**config.mk**
```make
export PLATFORM = sky130hd
export DESIGN_NAME = sdp_ram_arb2_flat
export DESIGN_NICKNAME = d
export VERILOG_FILES = /design/src/rtl/sdp_ram_arb2_pkg.sv /design/src/rtl/sdp_ram_arb2_if.sv /design/src/rtl/sdp_ram_arb2_rr_arb2.sv /design/src/rtl/sdp_ram_arb2.sv /design/src/flat_wrapper.sv
export SDC_FILE = /design/constraint.sdc
export NUM_CORES = 1
export LEC_CHECK = 0
export CAP_MARGIN = 20
export CORE_ASPECT_RATIO = 0.6
export CORE_MARGIN = 3
export CORE_UTILIZATION = 32
export CTS_CLUSTER_DIAMETER = 50
export DETAILED_ROUTE_END_ITERATION = 8
export MAX_ROUTING_LAYER = met4
export PLACE_DENSITY = 0.91
export REMOVE_ABC_BUFFERS = 1
export SETUP_SLACK_MARGIN = 0.05
export SLEW_MARGIN = 5
export SYNTH_ARGS = -nofsm -noshare
export SYNTH_HDL_FRONTEND = slang
export SYNTH_SLANG_ARGS = --single-unit
```
**constraint.sdc**
```tcl
create_clock -name clk -period 4.5 [get_ports clk]
set_input_delay 0.45 -clock clk [delete_from_list [all_inputs] [get_ports clk]]
set_output_delay 0.45 -clock clk [all_outputs]
set_load 0.05 [all_outputs]
```
**src/rtl/sdp_ram_arb2_pkg.sv**
```systemverilog
// -----------------------------------------------------------------------------
// sdp_ram_arb2_pkg
//   Shared definitions for the two-client simple-dual-port RAM arbiter:
//   the client index type, the client count and the round-robin pointer
//   reset value, plus a small index-to-one-hot helper.
// -----------------------------------------------------------------------------
package sdp_ram_arb2_pkg;

  localparam int N_CLIENTS = 2;

  // One bit selects client 0 or client 1.
  typedef logic client_t;

  // After reset client 0 is preferred on both ports.
  localparam client_t PTR_RST = 1'b0;

  function automatic logic [N_CLIENTS-1:0] oneHot(client_t idx);
    return N_CLIENTS'(1) << idx;
  endfunction

endpackage

```
**src/rtl/sdp_ram_arb2_if.sv**
```systemverilog
// -----------------------------------------------------------------------------
// sdp_ram_arb2_if
//   Bundle of every client-side and RAM-side signal of sdp_ram_arb2.
//   Modports:
//     slave  : the arbiter's view (takes requests and RAM read data, drives
//              acks, read returns and the RAM control/address/data lines)
//     master : the environment's view (clients plus the RAM itself)
//   Signals:
//     wrReq0/1, wrAdr0/1, wrDat0/1 : write requests, held until acked
//     wrAck0/1                     : write grant pulse (combinational)
//     rdReq0/1, rdAdr0/1           : read requests, held until acked
//     rdAck0/1                     : read grant pulse (combinational)
//     rdVld0/1, rdDat0/1           : read return, one cycle after rdAck
//     ramWr*, ramRd*, ramRdRst     : RAM write port, read port, read reset
//     ramRdDat                     : registered RAM read data
// -----------------------------------------------------------------------------
interface sdp_ram_arb2_if #(
  parameter int WIDTH     = 32,
  parameter int DEPTH_LOG = 8
);

  logic                 wrReq0;
  logic                 wrReq1;
  logic [DEPTH_LOG-1:0] wrAdr0;
  logic [DEPTH_LOG-1:0] wrAdr1;
  logic [WIDTH-1:0]     wrDat0;
  logic [WIDTH-1:0]     wrDat1;
  logic                 wrAck0;
  logic                 wrAck1;

  logic                 rdReq0;
  logic                 rdReq1;
  logic [DEPTH_LOG-1:0] rdAdr0;
  logic [DEPTH_LOG-1:0] rdAdr1;
  logic                 rdAck0;
  logic                 rdAck1;
  logic                 rdVld0;
  logic                 rdVld1;
  logic [WIDTH-1:0]     rdDat0;
  logic [WIDTH-1:0]     rdDat1;

  logic                 ramWrEn;
  logic [DEPTH_LOG-1:0] ramWrAdr;
  logic [WIDTH-1:0]     ramWrDat;
  logic                 ramRdEn;
  logic [DEPTH_LOG-1:0] ramRdAdr;
  logic                 ramRdRst;
  logic [WIDTH-1:0]     ramRdDat;

  modport slave (
    input  wrReq0, wrReq1, wrAdr0, wrAdr1, wrDat0, wrDat1,
    output wrAck0, wrAck1,
    input  rdReq0, rdReq1, rdAdr0, rdAdr1,
    output rdAck0, rdAck1, rdVld0, rdVld1, rdDat0, rdDat1,
    output ramWrEn, ramWrAdr, ramWrDat, ramRdEn, ramRdAdr, ramRdRst,
    input  ramRdDat
  );

  modport master (
    output wrReq0, wrReq1, wrAdr0, wrAdr1, wrDat0, wrDat1,
    input  wrAck0, wrAck1,
    output rdReq0, rdReq1, rdAdr0, rdAdr1,
    input  rdAck0, rdAck1, rdVld0, rdVld1, rdDat0, rdDat1,
    input  ramWrEn, ramWrAdr, ramWrDat, ramRdEn, ramRdAdr, ramRdRst,
    output ramRdDat
  );

endinterface

```
**src/rtl/sdp_ram_arb2_rr_arb2.sv**
```systemverilog
// -----------------------------------------------------------------------------
// rr_arb2
//   Two-input round-robin arbiter with a one-bit preference pointer.
//   A lone requester always wins; on contention the client named by the
//   pointer wins, and every grant hands preference to the other client.
//   Ports:
//     clk, rst : clock, synchronous active-high reset
//     req      : request per client
//     grant    : one-hot grant, all zero while rst is high
//     gntIdx   : index of the selected client (steers the data muxes)
// -----------------------------------------------------------------------------
module rr_arb2
  import sdp_ram_arb2_pkg::*;
(
  input  logic                 clk,
  input  logic                 rst,
  input  logic [N_CLIENTS-1:0] req,
  output logic [N_CLIENTS-1:0] grant,
  output client_t              gntIdx
);

  client_t ptr;
  logic    anyGrant;

  // NOTE: every output gets a value before the case so no path leaves it
  // unassigned; otherwise synthesis would infer a latch.
  always_comb begin
    gntIdx = ptr;
    unique case (req)
      2'b01:   gntIdx = 1'b0;
      2'b10:   gntIdx = 1'b1;
      default: gntIdx = ptr;   // contention (or idle, where it is unused)
    endcase
  end

  // Nothing is granted while reset is held.
  assign anyGrant = (|req) && !rst;
  assign grant    = anyGrant ? oneHot(gntIdx) : '0;

  // NOTE: state is updated with non-blocking assignments so every flop
  // samples pre-edge values regardless of process ordering.
  always_ff @(posedge clk) begin
    if (rst) begin
      ptr <= PTR_RST;
    end else if (anyGrant) begin
      ptr <= ~gntIdx;
    end
  end

endmodule

```
**src/rtl/sdp_ram_arb2.sv**
```systemverilog
// -----------------------------------------------------------------------------
// sdp_ram_arb2
//   Arbiter and sequencer placing two clients in front of one simple
//   dual-port RAM (one write port, one registered read port, latency 1).
//   The write port and the read port are shared independently, each by its
//   own round-robin arbiter, so both may be granted in the same cycle.
//   Read data returns to the issuing client one cycle after its rdAck.
//   A read that hits the address being written in the same cycle returns
//   the new word through a one-entry bypass register, because the RAM
//   itself returns the old contents in that case.
//   Ports:
//     clk  : clock, rising edge
//     rst  : synchronous active-high reset
//     bus  : sdp_ram_arb2_if.slave -- client requests/acks/returns and the
//            RAM write port, read port, read reset and read data
// -----------------------------------------------------------------------------
module sdp_ram_arb2
  import sdp_ram_arb2_pkg::*;
#(
  parameter int WIDTH     = 32,
  parameter int DEPTH     = 256,
  parameter int DEPTH_LOG = 8
) (
  input  logic          clk,
  input  logic          rst,
  sdp_ram_arb2_if.slave bus
);

  if (DEPTH > (1 << DEPTH_LOG)) begin : gDepthCheck
    $error("sdp_ram_arb2: DEPTH does not fit in DEPTH_LOG address bits");
  end

  // ---------------------------------------------------------------------------
  // Arbitration
  // ---------------------------------------------------------------------------
  logic [N_CLIENTS-1:0] wrGrant;
  logic [N_CLIENTS-1:0] rdGrant;
  client_t              wrIdx;
  client_t              rdIdx;

  rr_arb2 uWrArb (
    .clk    (clk),
    .rst    (rst),
    .req    ({bus.wrReq1, bus.wrReq0}),
    .grant  (wrGrant),
    .gntIdx (wrIdx)
  );

  rr_arb2 uRdArb (
    .clk    (clk),
    .rst    (rst),
    .req    ({bus.rdReq1, bus.rdReq0}),
    .grant  (rdGrant),
    .gntIdx (rdIdx)
  );

  // ---------------------------------------------------------------------------
  // RAM write port
  // ---------------------------------------------------------------------------
  logic                 wrEn;
  logic [DEPTH_LOG-1:0] wrAdr;
  logic [WIDTH-1:0]     wrDat;

  assign wrEn  = |wrGrant;
  assign wrAdr = (wrIdx == 1'b1) ? bus.wrAdr1 : bus.wrAdr0;
  assign wrDat = (wrIdx == 1'b1) ? bus.wrDat1 : bus.wrDat0;

  assign bus.wrAck0   = wrGrant[0];
  assign bus.wrAck1   = wrGrant[1];
  assign bus.ramWrEn  = wrEn;
  assign bus.ramWrAdr = wrAdr;
  assign bus.ramWrDat = wrDat;

  // ---------------------------------------------------------------------------
  // RAM read port
  // ---------------------------------------------------------------------------
  logic                 rdEn;
  logic [DEPTH_LOG-1:0] rdAdr;

  assign rdEn  = |rdGrant;
  assign rdAdr = (rdIdx == 1'b1) ? bus.rdAdr1 : bus.rdAdr0;

  assign bus.rdAck0   = rdGrant[0];
  assign bus.rdAck1   = rdGrant[1];
  assign bus.ramRdEn  = rdEn;
  assign bus.ramRdAdr = rdAdr;
  assign bus.ramRdRst = rst;

  // ---------------------------------------------------------------------------
  // Return-tag pipeline and write-to-read bypass
  // ---------------------------------------------------------------------------
  logic             collision;
  logic             retPend;
  client_t          retTag;
  logic             bypFlag;
  logic [WIDTH-1:0] bypWord;

  // The RAM reads old contents when both ports hit one address together.
  assign collision = wrEn && rdEn && (wrAdr == rdAdr);

  always_ff @(posedge clk) begin
    if (rst) begin
      retPend <= 1'b0;
      retTag  <= PTR_RST;
      bypFlag <= 1'b0;
    end else begin
      retPend <= rdEn;
      if (rdEn) begin
        retTag <= rdIdx;
      end
      bypFlag <= collision;
    end
  end

  // NOTE: bypWord is consulted only when bypFlag is set, and bypFlag is
  // reset, so the data register itself carries no reset.
  always_ff @(posedge clk) begin
    if (collision) begin
      bypWord <= wrDat;
    end
  end

  // The return lines are decoded from flops; the RAM data arrives in that
  // same cycle from the RAM's own output register.  Gating with rst keeps a
  // read granted just before reset from surfacing during reset.
  logic             retLive;
  logic [WIDTH-1:0] retWord;
  logic             vld0;
  logic             vld1;

  assign retLive = retPend && !rst;
  assign retWord = bypFlag ? bypWord : bus.ramRdDat;
  assign vld0    = retLive && (retTag == 1'b0);
  assign vld1    = retLive && (retTag == 1'b1);

  assign bus.rdVld0 = vld0;
  assign bus.rdVld1 = vld1;
  assign bus.rdDat0 = vld0 ? retWord : '0;
  assign bus.rdDat1 = vld1 ? retWord : '0;

endmodule

```
**src/flat_wrapper.sv**
```systemverilog
// flat-port wrapper written by rule: the top's interface ports become plain ports
module sdp_ram_arb2_flat import sdp_ram_arb2_pkg::*;
#(
  parameter int WIDTH     = 32,
  parameter int DEPTH     = 256,
  parameter int DEPTH_LOG = 8
)
  (clk, rst, bus_wrReq0, bus_wrReq1, bus_wrAdr0, bus_wrAdr1, bus_wrDat0, bus_wrDat1, bus_wrAck0, bus_wrAck1, bus_rdReq0, bus_rdReq1, bus_rdAdr0, bus_rdAdr1, bus_rdAck0, bus_rdAck1, bus_rdVld0, bus_rdVld1, bus_rdDat0, bus_rdDat1, bus_ramWrEn, bus_ramWrAdr, bus_ramWrDat, bus_ramRdEn, bus_ramRdAdr, bus_ramRdRst, bus_ramRdDat);
  sdp_ram_arb2_if #(.WIDTH(WIDTH), .DEPTH_LOG(DEPTH_LOG)) bus_i ();
  input  logic clk;
  input  logic rst;
  input wire logic [$bits(bus_i.wrReq0)-1:0] bus_wrReq0;
  input wire logic [$bits(bus_i.wrReq1)-1:0] bus_wrReq1;
  input wire logic [$bits(bus_i.wrAdr0)-1:0] bus_wrAdr0;
  input wire logic [$bits(bus_i.wrAdr1)-1:0] bus_wrAdr1;
  input wire logic [$bits(bus_i.wrDat0)-1:0] bus_wrDat0;
  input wire logic [$bits(bus_i.wrDat1)-1:0] bus_wrDat1;
  output wire logic [$bits(bus_i.wrAck0)-1:0] bus_wrAck0;
  output wire logic [$bits(bus_i.wrAck1)-1:0] bus_wrAck1;
  input wire logic [$bits(bus_i.rdReq0)-1:0] bus_rdReq0;
  input wire logic [$bits(bus_i.rdReq1)-1:0] bus_rdReq1;
  input wire logic [$bits(bus_i.rdAdr0)-1:0] bus_rdAdr0;
  input wire logic [$bits(bus_i.rdAdr1)-1:0] bus_rdAdr1;
  output wire logic [$bits(bus_i.rdAck0)-1:0] bus_rdAck0;
  output wire logic [$bits(bus_i.rdAck1)-1:0] bus_rdAck1;
  output wire logic [$bits(bus_i.rdVld0)-1:0] bus_rdVld0;
  output wire logic [$bits(bus_i.rdVld1)-1:0] bus_rdVld1;
  output wire logic [$bits(bus_i.rdDat0)-1:0] bus_rdDat0;
  output wire logic [$bits(bus_i.rdDat1)-1:0] bus_rdDat1;
  output wire logic [$bits(bus_i.ramWrEn)-1:0] bus_ramWrEn;
  output wire logic [$bits(bus_i.ramWrAdr)-1:0] bus_ramWrAdr;
  output wire logic [$bits(bus_i.ramWrDat)-1:0] bus_ramWrDat;
  output wire logic [$bits(bus_i.ramRdEn)-1:0] bus_ramRdEn;
  output wire logic [$bits(bus_i.ramRdAdr)-1:0] bus_ramRdAdr;
  output wire logic [$bits(bus_i.ramRdRst)-1:0] bus_ramRdRst;
  input wire logic [$bits(bus_i.ramRdDat)-1:0] bus_ramRdDat;
  assign bus_i.wrReq0 = bus_wrReq0;
  assign bus_i.wrReq1 = bus_wrReq1;
  assign bus_i.wrAdr0 = bus_wrAdr0;
  assign bus_i.wrAdr1 = bus_wrAdr1;
  assign bus_i.wrDat0 = bus_wrDat0;
  assign bus_i.wrDat1 = bus_wrDat1;
  assign bus_wrAck0 = bus_i.wrAck0;
  assign bus_wrAck1 = bus_i.wrAck1;
  assign bus_i.rdReq0 = bus_rdReq0;
  assign bus_i.rdReq1 = bus_rdReq1;
  assign bus_i.rdAdr0 = bus_rdAdr0;
  assign bus_i.rdAdr1 = bus_rdAdr1;
  assign bus_rdAck0 = bus_i.rdAck0;
  assign bus_rdAck1 = bus_i.rdAck1;
  assign bus_rdVld0 = bus_i.rdVld0;
  assign bus_rdVld1 = bus_i.rdVld1;
  assign bus_rdDat0 = bus_i.rdDat0;
  assign bus_rdDat1 = bus_i.rdDat1;
  assign bus_ramWrEn = bus_i.ramWrEn;
  assign bus_ramWrAdr = bus_i.ramWrAdr;
  assign bus_ramWrDat = bus_i.ramWrDat;
  assign bus_ramRdEn = bus_i.ramRdEn;
  assign bus_ramRdAdr = bus_i.ramRdAdr;
  assign bus_ramRdRst = bus_i.ramRdRst;
  assign bus_i.ramRdDat = bus_ramRdDat;
  sdp_ram_arb2 #(.WIDTH(WIDTH), .DEPTH(DEPTH), .DEPTH_LOG(DEPTH_LOG)) u_core (.clk(clk), .rst(rst), .bus(bus_i));
endmodule
```
==> impl_results.rst <==
.. list-table::
   :header-rows: 1

   * - Metric
     - Value
   * - Startpoint Class
     - input port
   * - Number of enable flip-flop cells after synthesis
     - 32
   * - Flop and latch count out of synthesis
     - 37
   * - Clock skew
     - 0.00412 ns
   * - Number of vias per cell
     - 4.71
   * - Reg2Reg Setup Slack
     - 1.85 ns
   * - Final-report max-slew violation count
     - 0
   * - Number of remaining DRC errors
     - 0
   * - Most frequent standard cell in the layout excluding fill and tap cells
     - sky130_fd_sc_hd__clkdlybuf4s50_1
   * - Htree depth
     - 2
   * - Crit end category
     - output port
   * - Ports placed on the boundary
     - 255
   * - Area added between synthesis and finish
     - 110%
   * - Commonest cells after routing, fill and taps aside
     - 254 x sky130_fd_sc_hd__clkdlybuf4s50_1, 69 x sky130_fd_sc_hd__nor2_1, 46 x sky130_fd_sc_hd__mux2_2
   * - DR pass1 iterations
     - 4
   * - Cells on worst reg2reg path
     - 6
   * - Cell count after synthesis
     - 240
   * - FMAX
     - 0.270 GHz
   * - Initial core utilization
     - 0.342
   * - Maximum clock path buffer count
     - 2
   * - Number of buffers added to fix hold violations after cts
     - 0
   * - Final hold violation count
     - 0
   * - Die area
     - 0.00916 mm2
   * - Start point of the critical path
     - bus_wrReq1
   * - Combined global-route utilization of all metal layers
     - 0.227
   * - Number of warnings printed during yosys synthesis
     - 0
   * - Average wire per cell in the routed design
     - 18.1 um
   * - Outcome
     - finished clean
   * - Count of cell instances traversed by the critical path
     - 7
   * - Syn Area/Cell
     - 10.7 um2
   * - Most area-hungry cell type in the Yosys netlist
     - sky130_fd_sc_hd__edfxtp_1
   * - Number of buffers and inverters on the critical path
     - 4
   * - Category of the most critical setup path
     - input port to output port
   * - First-iteration detailed-routing DRC count
     - 55
   * - Number of buffer cells added on primary ports
     - 254
   * - Die height
     - 75.4 um
   * - Power density normalized to cell area
     - 265 mW/mm2
   * - Largest net degree at the start of global routing
     - 34
   * - Insertion delay of the later-clocked pin in the worst-skew pair
     - 0.27 ns
   * - Proportion of register bits with asynchronous set or reset after synthesis
     - 0
   * - Share of post-route cells with drive strength above 1
     - 0.137
   * - Post-route minimum period
     - 3.70 ns
   * - Critical Path Slowest Stage Cell
     - sky130_fd_sc_hd__clkdlybuf4s50_1
   * - Post-route setup TNS
     - 0 ns
   * - Routed wire length
     - 10.7 mm
   * - Cell area after layout
     - 0.00538 mm2
   * - CP top delay family
     - buffers and inverters
   * - Critical R2R Capture
     - u_core.bypWord[5]
   * - Post-DP HPWL
     - 8.77 mm
   * - Peak supply drop
     - 0.170 mV
   * - Share of the synthesized area in the top cell type
     - 0.375
   * - End point of the critical path
     - bus_ramWrDat[28]
   * - Final net count
     - 627
   * - Main area contributors after synthesis
     - sky130_fd_sc_hd__edfxtp_1 37%, sky130_fd_sc_hd__mux2_2 20%, sky130_fd_sc_hd__mux2i_1 13%
   * - Number of clock buffers inserted by TritonCTS
     - 5
   * - Netlist area before placement
     - 0.00256 mm2
   * - RR Startpoint
     - u_core.uWrArb.ptr
   * - Largest stage delay, worst path
     - 0.72 ns
   * - Data arrival, critical path
     - 3.25 ns
   * - Clock root cell
     - sky130_fd_sc_hd__clkbuf_16
   * - Relative slew slack
     - 0.308
   * - Width of the die
     - 122 um
   * - Overall overflow remaining after global route
     - 0
   * - Post-detailed-route count of antenna-violating nets
     - 0
   * - Instance area after placement
     - 0.00522 mm2
   * - Critical path data required time
     - 4.05 ns
   * - Max-Cap Viols
     - 0
   * - Setup repair after global routing missed its margin
     - no
   * - Slew at the pin closest to its max-slew limit
     - 1.04 ns
   * - Core area
     - 0.00751 mm2
   * - Row cnt
     - 24
   * - Clock-pin transition on the worst setup and hold timing paths
     - 0.06 ns
   * - Ratio of final minimum period to clock period
     - 0.822
   * - Antenna violations before repair
     - 0
   * - CTS tree
     - done
   * - Cell repeated most along the worst path
     - sky130_fd_sc_hd__clkdlybuf4s50_1
   * - Leakage power figure
     - 1.95 nW
   * - RePlAce Congestion
     - 0.778
   * - Number of global-route vias before repair
     - 2920
   * - Diode count
     - 0
   * - Cell Chain, Critical Path
     - clkdlybuf4s50_1, inv_1, ha_1, mux2i_4, buf_4, mux2_2, clkdlybuf4s50_1
   * - Worst hold-check path type
     - register to register
   * - Via count
     - 2795
   * - Sink count of the clock tree
     - 37
   * - Cts repair resizes
     - 0
   * - Fraction of the yosys area taken by sequential cells
     - 0.414
   * - Number of library cell types mapped by synthesis
     - 24
   * - Postcts setup bufs
     - 0
   * - First-pass GRT wire length
     - 15.4 mm
   * - Setup Viol. Count Final
     - 0
   * - Largest driver fanout on the critical path
     - 15
   * - Top_reg_cell synth
     - sky130_fd_sc_hd__edfxtp_1
-- where the power goes --
group	switching, mW	internal, mW	leakage, nW
combinational	0.383	0.293	1.54
clock	0.130	0.234	0.0799
sequential	0.00308	0.382	0.330
-- worst min-delay path, stage by stage, from the launching register on --
cell	delay, ns
sky130_fd_sc_hd__dfxtp_1	0.33
sky130_fd_sc_hd__a21oi_1	0.06
sky130_fd_sc_hd__nor2_1	0.08
-- sequential cells by signal, indices dropped and copies added (netlist names) --
register           count
u_core.retTag          1
u_core.bypWord        32
u_core.uWrArb.ptr      1
u_core.retPend         1
u_core.bypFlag         1
u_core.uRdArb.ptr      1
-- per-stage QoR --
stage / utilization / total power [mW] / setup slack (ns) / cells / hold slack, ns
3_5_place_dp: 0.695 / 1.07 / 0.786 / 586 / 0.501
4_1_cts: 0.716 / 1.44 / 0.776 / 594 / 0.515
5_1_grt: 0.716 / 1.48 / 0.682 / 594 / 0.557
2_1_floorplan: - / 0.779 / 0.481 / 222 / 0.456
6_report: 0.716 / 1.43 / 0.799 / 594 / 0.505
3_3_place_gp: 0.695 / 1.06 / 0.851 / 586 / 0.475
-- final cells by class --
class,count,area (um2)
Inverter,6,22.5
Timing Repair Buffer,260,2610
Clock inverter,1,5.00
Fill cell,547,2130
Clock buffer,7,153
Sequential cell,37,1060
Multi-Input combinational cell,179,1390
Tap cell,104,130
-- Yosys cell counts (3+ instances only) --
master / n
sky130_fd_sc_hd__inv_1: 6
sky130_fd_sc_hd__buf_1: 3
sky130_fd_sc_hd__nor2_1: 69
sky130_fd_sc_hd__mux2_2: 46
sky130_fd_sc_hd__clkbuf_1: 9
sky130_fd_sc_hd__buf_2: 3
sky130_fd_sc_hd__xor2_1: 7
sky130_fd_sc_hd__dfxtp_1: 5
sky130_fd_sc_hd__ha_1: 4
sky130_fd_sc_hd__edfxtp_1: 32
sky130_fd_sc_hd__mux2i_1: 34
sky130_fd_sc_hd__nor3_1: 5
-- routing by layer --
layer  vias to the layer above  track usage  share of wire
met5                         -            -              0
met4                         0       0.0584          0.017
met2                       142        0.417           0.52
li1                       1338            -              -
met3                        12       0.0408          0.068
met1                      1303        0.263           0.40
-- cells by family (layout without fill, tap and decap cells) --
group / count (synthesis) / after routing / share of synthesized area
fa+ha+maj: 4 / 4 / 0.0195
simple gates: 83 / 83 / 0.139
flops: 37 / 37 / 0.414
mux: 83 / 83 / 0.355
buf+inv: 24 / 274 / 0.0439
compound gates: 1 / 1 / 0.00195
xor+xnor: 8 / 8 / 0.0273
-- worst min path at each step --
stage                            startpoint                 to  slack, ns  depth (start not counted)
after floorplan           u_core.uRdArb.ptr  u_core.uRdArb.ptr       0.46                          2
after detailed placement  u_core.uRdArb.ptr  u_core.uRdArb.ptr       0.50                          2
after global placement    u_core.uRdArb.ptr  u_core.uRdArb.ptr       0.47                          2
after CTS                 u_core.uRdArb.ptr  u_core.uRdArb.ptr       0.51                          2
after global routing      u_core.uRdArb.ptr  u_core.uRdArb.ptr       0.56                          2
final                     u_core.uRdArb.ptr  u_core.uRdArb.ptr       0.50                          2
Note: power is estimated with default switching activity, not from simulation.
